$ cat config.mk
export PLATFORM = sky130hd
export DESIGN_NAME = uart_cmd_decode_flat
export DESIGN_NICKNAME = d
export VERILOG_FILES = /design/src/rtl/uart_cmd_decode_if.sv /design/src/rtl/uart_cmd_decode.sv /design/src/flat_wrapper.sv
export SDC_FILE = /design/constraint.sdc
export NUM_CORES = 1
export LEC_CHECK = 0
export ABC_AREA = 1
export BUFFER_PORTS_ARGS = -buffer_cell sky130_fd_sc_hd__buf_4
export CORE_MARGIN = 1
export CORE_UTILIZATION = 57
export CTS_CLUSTER_DIAMETER = 150
export DETAILED_ROUTE_END_ITERATION = 10
export PLACE_DENSITY = 0.82
export SETUP_SLACK_MARGIN = 0.05
export SYNTH_ARGS = -nofsm -noshare
export SYNTH_HDL_FRONTEND = slang
export SYNTH_SLANG_ARGS = --single-unit
$ cat constraint.sdc
create_clock -name sclk -period 2.2 [get_ports sclk]
set_input_delay 0.33 -clock sclk [delete_from_list [all_inputs] [get_ports sclk]]
set_output_delay 0.33 -clock sclk [all_outputs]
set_load 0.1 [all_outputs]
$ cat src/rtl/uart_cmd_decode_if.sv
// Byte-stream and SDRAM command bus between uart_rx, uart_cmd_decode and the SDRAM top.
// master drives the received bytes; slave (the decoder) drives the FIFO push and trigger pulses.
interface uart_cmd_decode_if;
  logic       uart_flag;
  logic [7:0] uart_data;
  logic       wfifo_wr_en;
  logic [7:0] wfifo_data;
  logic       wr_trig;
  logic       rd_trig;
  logic       cmd_err;
  logic       busy;

  modport master (
    output uart_flag,
    output uart_data,
    input  wfifo_wr_en,
    input  wfifo_data,
    input  wr_trig,
    input  rd_trig,
    input  cmd_err,
    input  busy
  );

  modport slave (
    input  uart_flag,
    input  uart_data,
    output wfifo_wr_en,
    output wfifo_data,
    output wr_trig,
    output rd_trig,
    output cmd_err,
    output busy
  );
endinterface

$ cat src/rtl/uart_cmd_decode.sv
// Parses the uart_rx byte stream into SDRAM write-FIFO pushes and read/write trigger pulses.
// Optional CMD_TIMEOUT_EN: abort an open write frame after TIMEOUT_CYC idle cycles.
module uart_cmd_decode #(
  parameter int          WR_BYTES    = 4,
  parameter logic [7:0]  CMD_WR      = 8'h55,
  parameter logic [7:0]  CMD_RD      = 8'hAA,
  parameter int          TIMEOUT_CYC = 1120
) (
  input  logic             sclk,
  input  logic             s_rst_n,
  uart_cmd_decode_if.slave cmd
);

  typedef enum logic [0:0] {
    IDLE    = 1'b0,
    WR_DATA = 1'b1
  } state_t;

  localparam logic [7:0] LAST_IDX = 8'(WR_BYTES - 1);

  // Reset asserts asynchronously but releases on a clock edge.
  logic [1:0] rst_sync_reg;
  logic       rst_n_int;

  always_ff @(posedge sclk or negedge s_rst_n) begin
    if (!s_rst_n) begin
      rst_sync_reg <= 2'b00;
    end else begin
      rst_sync_reg <= {rst_sync_reg[0], 1'b1};
    end
  end

  assign rst_n_int = rst_sync_reg[1];

  state_t     state_reg,       state_next;
  logic [7:0] byte_cnt_reg,    byte_cnt_next;
  logic       wr_pend_reg,     wr_pend_next;
  logic       wfifo_wr_en_reg, wfifo_wr_en_next;
  logic [7:0] wfifo_data_reg,  wfifo_data_next;
  logic       wr_trig_reg,     wr_trig_next;
  logic       rd_trig_reg,     rd_trig_next;
  logic       cmd_err_reg,     cmd_err_next;
  logic       busy_reg,        busy_next;

`ifdef CMD_TIMEOUT_EN
  localparam int IDLE_W = $clog2(TIMEOUT_CYC + 1);
  logic [IDLE_W-1:0] idle_cnt_reg, idle_cnt_next;
  logic              timeout_hit;

  // Firing at TIMEOUT_CYC-2 lands the registered cmd_err exactly TIMEOUT_CYC
  // cycles after the cycle that carried the last accepted flag.
  assign timeout_hit = (idle_cnt_reg == IDLE_W'(TIMEOUT_CYC - 2));
`endif

  always_ff @(posedge sclk or negedge rst_n_int) begin
    if (!rst_n_int) begin
      state_reg       <= IDLE;
      byte_cnt_reg    <= 8'd0;
      wr_pend_reg     <= 1'b0;
      wfifo_wr_en_reg <= 1'b0;
      wfifo_data_reg  <= 8'd0;
      wr_trig_reg     <= 1'b0;
      rd_trig_reg     <= 1'b0;
      cmd_err_reg     <= 1'b0;
      busy_reg        <= 1'b0;
`ifdef CMD_TIMEOUT_EN
      idle_cnt_reg    <= '0;
`endif
    end else begin
      state_reg       <= state_next;
      byte_cnt_reg    <= byte_cnt_next;
      wr_pend_reg     <= wr_pend_next;
      wfifo_wr_en_reg <= wfifo_wr_en_next;
      wfifo_data_reg  <= wfifo_data_next;
      wr_trig_reg     <= wr_trig_next;
      rd_trig_reg     <= rd_trig_next;
      cmd_err_reg     <= cmd_err_next;
      busy_reg        <= busy_next;
`ifdef CMD_TIMEOUT_EN
      idle_cnt_reg    <= idle_cnt_next;
`endif
    end
  end

  always_comb begin
    state_next       = state_reg;
    byte_cnt_next    = byte_cnt_reg;
    wr_pend_next     = 1'b0;
    wfifo_wr_en_next = 1'b0;
    wfifo_data_next  = wfifo_data_reg;
    // The trigger trails the final push by one cycle so the FIFO is complete.
    wr_trig_next     = wr_pend_reg;
    rd_trig_next     = 1'b0;
    cmd_err_next     = 1'b0;
    busy_next        = busy_reg;
`ifdef CMD_TIMEOUT_EN
    idle_cnt_next    = idle_cnt_reg;
`endif

    case (state_reg)
      IDLE: begin
        if (cmd.uart_flag) begin
          if (cmd.uart_data == CMD_WR) begin
            state_next    = WR_DATA;
            byte_cnt_next = 8'd0;
            busy_next     = 1'b1;
`ifdef CMD_TIMEOUT_EN
            idle_cnt_next = '0;
`endif
          end else if (cmd.uart_data == CMD_RD) begin
            rd_trig_next = 1'b1;
          end else begin
            cmd_err_next = 1'b1;
          end
        end
      end

      WR_DATA: begin
        if (cmd.uart_flag) begin
          // Opcode values are plain payload inside a frame.
          wfifo_wr_en_next = 1'b1;
          wfifo_data_next  = cmd.uart_data;
          if (byte_cnt_reg != 8'hFF) begin
            byte_cnt_next = byte_cnt_reg + 8'd1;
          end
          if (byte_cnt_reg == LAST_IDX) begin
            state_next   = IDLE;
            busy_next    = 1'b0;
            wr_pend_next = 1'b1;
          end
`ifdef CMD_TIMEOUT_EN
          idle_cnt_next = '0;
        end else if (timeout_hit) begin
          state_next    = IDLE;
          busy_next     = 1'b0;
          cmd_err_next  = 1'b1;
          idle_cnt_next = '0;
        end else begin
          idle_cnt_next = idle_cnt_reg + IDLE_W'(1);
`endif
        end
      end

      default: begin
        state_next = IDLE;
        busy_next  = 1'b0;
      end
    endcase
  end

  assign cmd.wfifo_wr_en = wfifo_wr_en_reg;
  assign cmd.wfifo_data  = wfifo_data_reg;
  assign cmd.wr_trig     = wr_trig_reg;
  assign cmd.rd_trig     = rd_trig_reg;
  assign cmd.cmd_err     = cmd_err_reg;
  assign cmd.busy        = busy_reg;

endmodule
$ cat src/flat_wrapper.sv
// flat-port wrapper written by rule: the top's interface ports become plain ports
module uart_cmd_decode_flat 
#(
  parameter int          WR_BYTES    = 4,
  parameter logic [7:0]  CMD_WR      = 8'h55,
  parameter logic [7:0]  CMD_RD      = 8'hAA,
  parameter int          TIMEOUT_CYC = 1120
)
  (sclk, s_rst_n, cmd_uart_flag, cmd_uart_data, cmd_wfifo_wr_en, cmd_wfifo_data, cmd_wr_trig, cmd_rd_trig, cmd_cmd_err, cmd_busy);
  uart_cmd_decode_if cmd_i ();
  input  logic sclk;
  input  logic s_rst_n;
  input wire logic [$bits(cmd_i.uart_flag)-1:0] cmd_uart_flag;
  input wire logic [$bits(cmd_i.uart_data)-1:0] cmd_uart_data;
  output wire logic [$bits(cmd_i.wfifo_wr_en)-1:0] cmd_wfifo_wr_en;
  output wire logic [$bits(cmd_i.wfifo_data)-1:0] cmd_wfifo_data;
  output wire logic [$bits(cmd_i.wr_trig)-1:0] cmd_wr_trig;
  output wire logic [$bits(cmd_i.rd_trig)-1:0] cmd_rd_trig;
  output wire logic [$bits(cmd_i.cmd_err)-1:0] cmd_cmd_err;
  output wire logic [$bits(cmd_i.busy)-1:0] cmd_busy;
  assign cmd_i.uart_flag = cmd_uart_flag;
  assign cmd_i.uart_data = cmd_uart_data;
  assign cmd_wfifo_wr_en = cmd_i.wfifo_wr_en;
  assign cmd_wfifo_data = cmd_i.wfifo_data;
  assign cmd_wr_trig = cmd_i.wr_trig;
  assign cmd_rd_trig = cmd_i.rd_trig;
  assign cmd_cmd_err = cmd_i.cmd_err;
  assign cmd_busy = cmd_i.busy;
  uart_cmd_decode #(.WR_BYTES(WR_BYTES), .CMD_WR(CMD_WR), .CMD_RD(CMD_RD), .TIMEOUT_CYC(TIMEOUT_CYC)) u_core (.sclk(sclk), .s_rst_n(s_rst_n), .cmd(cmd_i));
endmodule
Word-level counts from Yosys, hierarchy flattened. Index checks and enable logic that the tools add are counted.

Flip-flop bits (word level): 25. Input bits: 11. Output and inout bits: 13. Logic and storage cells: 52.

$add $sub $neg: 1. Eq/ne operators: 9. Mux-type cells: 28. Bitwise operators: 1. Reductions and logical operators: 3.

Operator list (count): $mux 8 (4); $mux 1 (21); $pmux 8 s2 (1); $add 8x1->8 const B (1); $eq 8x2->1 const B (1); $eq 8x7->1 const B (1); $eq 8x8->1 const B (1); $ne 2x2->1 const B (4); $ne 8x8->1 const B (1); $reduce_and 4->1 (2); $pmux 1 s2 (2); $ne 2x1->1 const B (1); $reduce_and 2->1 (1); $not 1->1 (1).

Longest topological paths before layout. Gate-level depths: netlist (run 1).

Word-level depth: 5. Mapped depth: 9.

Worst setup path after synthesis (run 1). OpenSTA, ideal clock, no wires.

Kind: register to register. Start: register u_core.byte_cnt_reg[0]. End: register u_core.byte_cnt_reg[2]. Library setup time: 0.123 ns. Arrival: 1.186 ns. Required time: 2.077 ns. Setup slack: 0.890 ns. Cell stages (with the launch flop): 9. Path buffers: 1. Clock period less this slack: 1.310 ns. Cells stage by stage: dfrtp_1 > ha_1 > nand2_1 > inv_1 > nand3b_4 > nand3_4 > buf_8 > nand2_1 > o21ai_2.

Cells in the longest elaborated chain, start to end: 4. Elaborated cells between the ends (all ways): 7.

RTL lines: start: declaration (line uart_cmd_decode.sv:36) `logic [7:0] byte_cnt_reg, byte_cnt_next;`; start signal: assignment (line uart_cmd_decode.sv:71) `byte_cnt_reg <= byte_cnt_next;`; $add 8x1->8 (line uart_cmd_decode.sv:124) `byte_cnt_next = byte_cnt_reg + 8'd1;`; $mux 8 (line uart_cmd_decode.sv:123) `if (byte_cnt_reg != 8'hFF) begin`; $mux 8 (line uart_cmd_decode.sv:119) `if (cmd.uart_flag) begin`; $pmux 8 s2 (line uart_cmd_decode.sv:100) `case (state_reg)`.

Parallel ways exist; a longest one is shown, timed or not. The select of a mux whose other input is x is not followed. A chain may end at the register's enable or synchronous reset.

Final worst setup path (run 1).
Start: register u_core.state_reg. End: register u_core.byte_cnt_reg[4].

Cells in the longest elaborated chain, start to end: 3. Elaborated cells between the ends (all ways): 7.

RTL lines: start: declaration (line uart_cmd_decode.sv:35) `state_t state_reg, state_next;`; start signal: assignment (line uart_cmd_decode.sv:70) `state_reg <= state_next;`; $not 1->1 (line uart_cmd_decode.sv:100); $ne 2x1->1 (no source line) or $ne 2x2->1 (tied branches); $reduce_and 4->1 (no source line).

Parallel ways exist; a longest one is shown, timed or not.

==> results of run 1 <==
[worst max path at each step]
stage / start / to / slack, ns / depth (start not counted)
final: u_core.state_reg / u_core.byte_cnt_reg[4] / 0.76 / 4
after global routing: u_core.state_reg / u_core.byte_cnt_reg[7] / 0.67 / 4
after CTS: u_core.state_reg / u_core.byte_cnt_reg[4] / 0.77 / 4
after detailed placement: u_core.state_reg / u_core.byte_cnt_reg[4] / 0.80 / 5
after global placement: u_core.state_reg / u_core.byte_cnt_reg[4] / 0.85 / 5
after floorplan: u_core.byte_cnt_reg[0] / u_core.byte_cnt_reg[2] / 0.89 / 8
[tightest hold or removal path: stages]
cell     delay (ns)
buf_4          0.11
inv_1          0.06
o21ai_0        0.07
[cell usage after synthesis (all sizes together)]
cell and count:
buf 2, o21ai 18, o211ai 1, conb 1
dfrtp 25, nand3 10, clkbuf 2, nand4 4
inv 19, nand2 42, nor2 9, nand3b 1
ha 2, nor3 1, a21oi 4
[power groups by stage]
stage	combinational [mW]	sequential, mW	clock (mW)
final	0.598	0.562	0.199
after global routing	0.620	0.574	0.225
after CTS	0.600	0.563	0.210
after detailed placement	0.599	0.572	0
after global placement	0.596	0.570	0
after floorplan	0.0732	0.972	0
[kinds of logic after synthesis]
| kind of cell | Yosys count | synth area share |
|---|---|---|
| other | 1 | 0.00308 |
| AO/OA/AOI/OAI | 23 | 0.103 |
| flip-flops | 25 | 0.514 |
| buffers and inverters | 23 | 0.0895 |
| AND/OR/NAND/NOR | 67 | 0.270 |
| adder cells (fa/ha/maj) | 2 | 0.0206 |
[cell type report]
class	count	area, um2	area share
Inverter	19	71.3	0.0501
Tap cell	27	33.8	0.0237
Multi-Input combinational cell	93	482	0.339
Timing Repair Buffer	24	183	0.128
Clock inverter	1	5.00	0.00352
Sequential cell	25	626	0.440
Clock buffer	3	22.5	0.0158
[per-layer routing]
metal / vias to the layer above / global-route usage
met5: - / 0
met4: 0 / 0.0833
met3: 2 / 0.0444
met2: 21 / 0.328
met1: 435 / 0.235
li1: 498 / -
[per-stage QoR]
| stage | cell area, um2 | util | instances |
|---|---|---|---|
| 3_5_place_dp | 1390 | 0.699 | 187 |
| 5_1_grt | 1420 | 0.718 | 192 |
| 3_3_place_gp | 1390 | 0.699 | 187 |
| 6_report | 1420 | 0.718 | 192 |
| 2_1_floorplan | 1220 | - | 141 |
| 4_1_cts | 1420 | 0.718 | 192 |
[what timing repair did]
item                                   in CTS  in global routing
setup endpoints to repair                   0                  0
resized for setup                           0                  0
endpoints found under the hold margin       2                  0
hold buffers                                1                  0
==> flow_summary_export.csv, run 1 <==
group,metric,value,unit
outcome,status,"finished, final reports clean",
critical_path,crit_chain,"inv_1 -> nand2_1 -> nand3_4 -> o21ai_0",
critical_path,r2r_start,"u_core.state_reg",
route,highest_layer,"met4",
sta,tns,0,ns
job,drv_cap,0,
route,vias_per_cell,4.98,
power_and_ir_drop,comb_power_share,0.440,
power_and_ir_drop,p_seq_frac,0.414,
clock_network,clock-sinks,25,
route,wl_per_cell,10.8,um
route,firstDrtPassIters,5,
finish,fill_cells,156,
power_and_ir_drop,p_leak,0.807,nW
synthesis,synth_area,1220,um2
critical_path,cp-start-kind,"register",
power_and_ir_drop,intPower,0.699,mW
critical_path,critPathSlowestCell,"dfrtp_1",
global_routing,grt_start_max_net_pins,24,
synthesis,ys_types,21,
critical_path,worst_path_largest_cell_delay,0.55,ns
sta,timing.fmax,696,MHz
die,core_area,1980,um2
die,boundaryPins,24,
global_routing,grt_overflow,0,
route,drtAntennaViolNets,0,
global_routing,grtUsageTotal,0.194,
synthesis,syn_avg_cell_area,8.63,um2
critical_path,crit_type,"reg2reg",
clock_network,clockBufferDepth,2,
synthesis,ys_ff_latch,25,
clock_network,clk_latency,0.32,ns
sta,finalCriticalPeriod,1.44,ns
worst_hold_path,holdPathEnd,"u_core.cmd.wfifo_data[5]",
sta,hold-worst-slack,0.290,ns
route,drt-met1-wl,922,um
critical_path,critPathBufInv,1,
finish,num_antenna_cells,0,
clock_network,ctsHtreeMaxLevel,1,
place,pre_cts_ws,0.800,ns
global_routing,grt_pass1_vias,746,
sta,finalWorstSetupSlack,0.763,ns
finish,mostFrequentLayoutCell,"nand2_1",
critical_path,reg2reg_slack,0.76,ns
die,die_h,48.2,um
critical_path,reg2reg_depth,4,
clock_network,post_cts_buffers,0,
place,dp_hpwl,1600,um
power_and_ir_drop,total_power,1.36,mW
place,port_buffers,23,
worst_hold_path,hold_depth,3,
clock_network,cts_root_buf,"clkbuf_4",
power_and_ir_drop,p_sw_frac,0.486,
route,routed-wl-met3,98,um
critical_path,crit_arrival,1.68,ns
finish,syn_to_final_growth,17.0,%
sta,hold_viol_final,0,
synthesis,yosysWarnings,0,
critical_path,required,2.44,ns
worst_hold_path,worstHoldStart,"cmd_uart_data[5]",
synthesis,synth_top_area_frac,0.514,
clock_network,cts.clk_slew.worst_paths,0.13,ns
synthesis,yosysTopAreaCell,"dfrtp_1",
route,drtIter0Drc,15,
global_routing,antenna_found_initial,0,
finish,most-common-layout-cells,"nand2_1, dfrtp_1, buf_4",
sta,drv_slew,0,
route,drc_errors,0,
sta,maxSlewHeadroom,0.416,
route,wl,2080,um
die,die_x,48.2,um
die,rows,16,
critical_path,r2r-end,"u_core.byte_cnt_reg[4]",
die,die_area,2320,um2
worst_hold_path,worst_hold_path_type,"in2reg",
sta,setup_viol,0,
synthesis,synth_seq_area_share,0.514,
sta,finalClockSkew,0.00635,ns
sta,worstMarginPinSlew,0.876,ns
synthesis,syn_nets,154,
clock_network,tritoncts,"built",
critical_path,cp_top_family,"flip-flops",
global_routing,grt_pass1_wl,3020,um
synthesis,yosys-top-cells-area,"dfrtp_1, nand2_1, o21ai_0",
power_and_ir_drop,power_density,955,nW/um2
die,start_util,0.614,
finish,final_nets,179,
power_and_ir_drop,ir_drop,1.10,mV
power_and_ir_drop,clockPowerShare,0.147,
synthesis,synth_cells,141,
sta,period_share,0.653,
power_and_ir_drop,p_sw,0.660,mW
clock_network,numCtsBuffers,3,
place,gp_congestion,0.829,
route,wl_met2,1040,um
finish,drive_above_1_share,0.200,
critical_path,cp_max_fo,15,
route,via_count,956,
critical_path,endpoint_kind,"register",
sta,rsz0062_at_grt,"no",
Note: power is estimated with default switching activity, not from simulation.
==> run 2: changes to the inputs <==
--- a/config.mk
+++ b/config.mk
@@ -8,10 +8,10 @@
 export ABC_AREA = 1
 export BUFFER_PORTS_ARGS = -buffer_cell sky130_fd_sc_hd__buf_4
 export CORE_MARGIN = 1
-export CORE_UTILIZATION = 57
+export CORE_UTILIZATION = 48
 export CTS_CLUSTER_DIAMETER = 150
 export DETAILED_ROUTE_END_ITERATION = 10
-export PLACE_DENSITY = 0.82
+export PLACE_DENSITY = 0.74
 export SETUP_SLACK_MARGIN = 0.05
 export SYNTH_ARGS = -nofsm -noshare
 export SYNTH_HDL_FRONTEND = slang
==> constraint.sdc (replaced) <==
create_clock -name sclk -period 1.15 [get_ports sclk]
set_input_delay 0.1725 -clock sclk [delete_from_list [all_inputs] [get_ports sclk]]
set_output_delay 0.1725 -clock sclk [all_outputs]
set_load 0.1 [all_outputs]
==> run 2 against run 1 <==
Effect of this change: the flow now finishes with violations (negative setup slack); combinational power increased to 2.5 times the previous value; worst hold slack got worse by 0.15 ns; setup slack got worse by 0.87 ns; global-route usage increased by 4.9 points.
==> flow_summary_export.csv, run 2 (synthesis gave the netlist of run 1 again) <==
group,metric,value,unit
outcome,status,"finished, violations left",
outcome,violations,"negative setup slack",
power_and_ir_drop,total_power,3.06,mW
job,drv_cap,0,
critical_path,endpoint_kind,"register",
die,die_x,52.3,um
power_and_ir_drop,intPower,1.68,mW
clock_network,tritoncts,"built",
critical_path,crit_arrival,1.48,ns
power_and_ir_drop,power_density,1710,nW/um2
sta,finalClockSkew,0.00298,ns
clock_network,clock-sinks,25,
sta,finalWorstSetupSlack,-0.108,ns
global_routing,grt_pass1_wl,4690,um
sta,hold_viol_final,0,
route,via_count,1083,
clock_network,cts_root_buf,"clkbuf_4",
die,start_util,0.529,
critical_path,crit_type,"reg2reg",
worst_hold_path,worst_hold_path_type,"in2reg",
finish,mostFrequentLayoutCell,"nand2_1",
place,gp_congestion,0.889,
power_and_ir_drop,ir_drop,2.01,mV
global_routing,grtUsageTotal,0.243,
place,pre_cts_ws,-0.124,ns
clock_network,clockBufferDepth,2,
route,vias_per_cell,5.08,
finish,most-common-layout-cells,"nand2_1, buf_4, inv_1",
die,core_area,2300,um2
sta,tns,-0.918,ns
route,drtAntennaViolNets,0,
finish,syn_to_final_growth,47.2,%
power_and_ir_drop,p_leak,0.929,nW
sta,timing.fmax,795,MHz
die,die_h,52.3,um
sta,rsz0062_at_grt,"yes",
critical_path,required,1.38,ns
global_routing,grt_overflow,0,
power_and_ir_drop,comb_power_share,0.496,
sta,finalCriticalPeriod,1.26,ns
clock_network,numCtsBuffers,3,
clock_network,cts.clk_slew.worst_paths,0.13,ns
clock_network,ctsHtreeMaxLevel,1,
route,drc_errors,0,
route,drtIter0Drc,18,
die,boundaryPins,24,
global_routing,antenna_found_initial,0,
route,wl_per_cell,13.7,um
die,die_area,2740,um2
critical_path,cp_max_fo,7,
finish,drive_above_1_share,0.405,
power_and_ir_drop,p_sw_frac,0.451,
clock_network,clk_latency,0.32,ns
critical_path,cp-start-kind,"register",
power_and_ir_drop,p_sw,1.38,mW
power_and_ir_drop,p_seq_frac,0.374,
global_routing,grt_pass1_vias,1069,
power_and_ir_drop,clockPowerShare,0.129,
place,port_buffers,23,
route,firstDrtPassIters,4,
sta,drv_slew,0,
die,rows,17,
finish,num_antenna_cells,0,
global_routing,grt_start_max_net_pins,24,
sta,setup_viol,10,
finish,final_nets,199,
sta,period_share,1.09,
route,wl,2920,um
place,dp_hpwl,1960,um
==> run 2: cell count changes in the layout (fill, tap and decap cells not counted), sizes merged <==
cell,change
nand3,+1
clkbuf,+1
buf,+19
clkinv,-1
==> run 2: power by group through the flow <==
stage | clock, mW | sequential [mW] | combinational [mW]
floorplan | 0 | 1.88 | 0.141
global route | 0.439 | 1.15 | 1.57
detailed placement | 0 | 1.09 | 1.22
global placement | 0 | 1.09 | 1.20
finish | 0.396 | 1.14 | 1.52
CTS | 0.418 | 1.14 | 1.50
==> run 2: layer usage <==
metal / routed length, um / track usage / vias up
li1: - / - / 535
met2: 1570 / 0.430 / 27
met1: 1220 / 0.289 / 517
met5: 0 / 0 / -
met4: 37 / 0.114 / 0
met3: 98 / 0.0290 / 4
==> run 2: worst paths after layout <==
check	from	depth (start not counted)	endpoint	slack [ns]
min reg2reg	u_core.rst_sync_reg[1]	1	u_core.byte_cnt_reg[2]	0.23
max reg2reg	u_core.byte_cnt_reg[1]	7	u_core.byte_cnt_reg[2]	-0.11
min in group asynchronous	s_rst_n	2	u_core.rst_sync_reg[1]	0.15
max in group asynchronous	u_core.rst_sync_reg[1]	1	u_core.cmd.wfifo_data[5]	0.67
max	u_core.byte_cnt_reg[1]	7	u_core.byte_cnt_reg[2]	-0.11
min	cmd_uart_data[3]	3	u_core.cmd.wfifo_data[3]	0.14
==> run 2: timing repair <==
action	4_1_cts	5_1_grt
endpoints found under the setup margin	24	24
setup buffers	1	2
hold endpoints to repair	2	0
resized for setup	42	13
hold buffers	1	0
gates cloned	1	0
pin swaps	5	8
==> run 2: layout make-up <==
| type | instances | area, um2 |
|---|---|---|
| clock buffer | 4 | 26.3 |
| timing repair buffer | 43 | 488 |
| multi-input combinational | 94 | 529 |
| fill | 141 | 507 |
| sequential | 25 | 638 |
| inverter | 19 | 73.8 |
| tap | 28 | 35.0 |
==> run 2: worst max-delay path, stage by stage (launching register included) <==
cell and delay [ns]:
dfrtp_1 0.43, ha_2 0.19, nand2_2 0.09, inv_4 0.05, nand3b_4 0.11, nand3_4 0.15, nand2_2 0.10, o21ai_2 0.05
==> run 2: metrics by stage <==
stage,utilization,hold slack (ns),cells,cell area [um2]
finish,0.779,0.140,213,1790
global route,0.779,0.137,213,1790
CTS,0.758,0.120,211,1740
detailed placement,0.664,-0.0431,204,1530
global placement,0.664,-0.0445,204,1530
floorplan,-,-0.123,141,1240
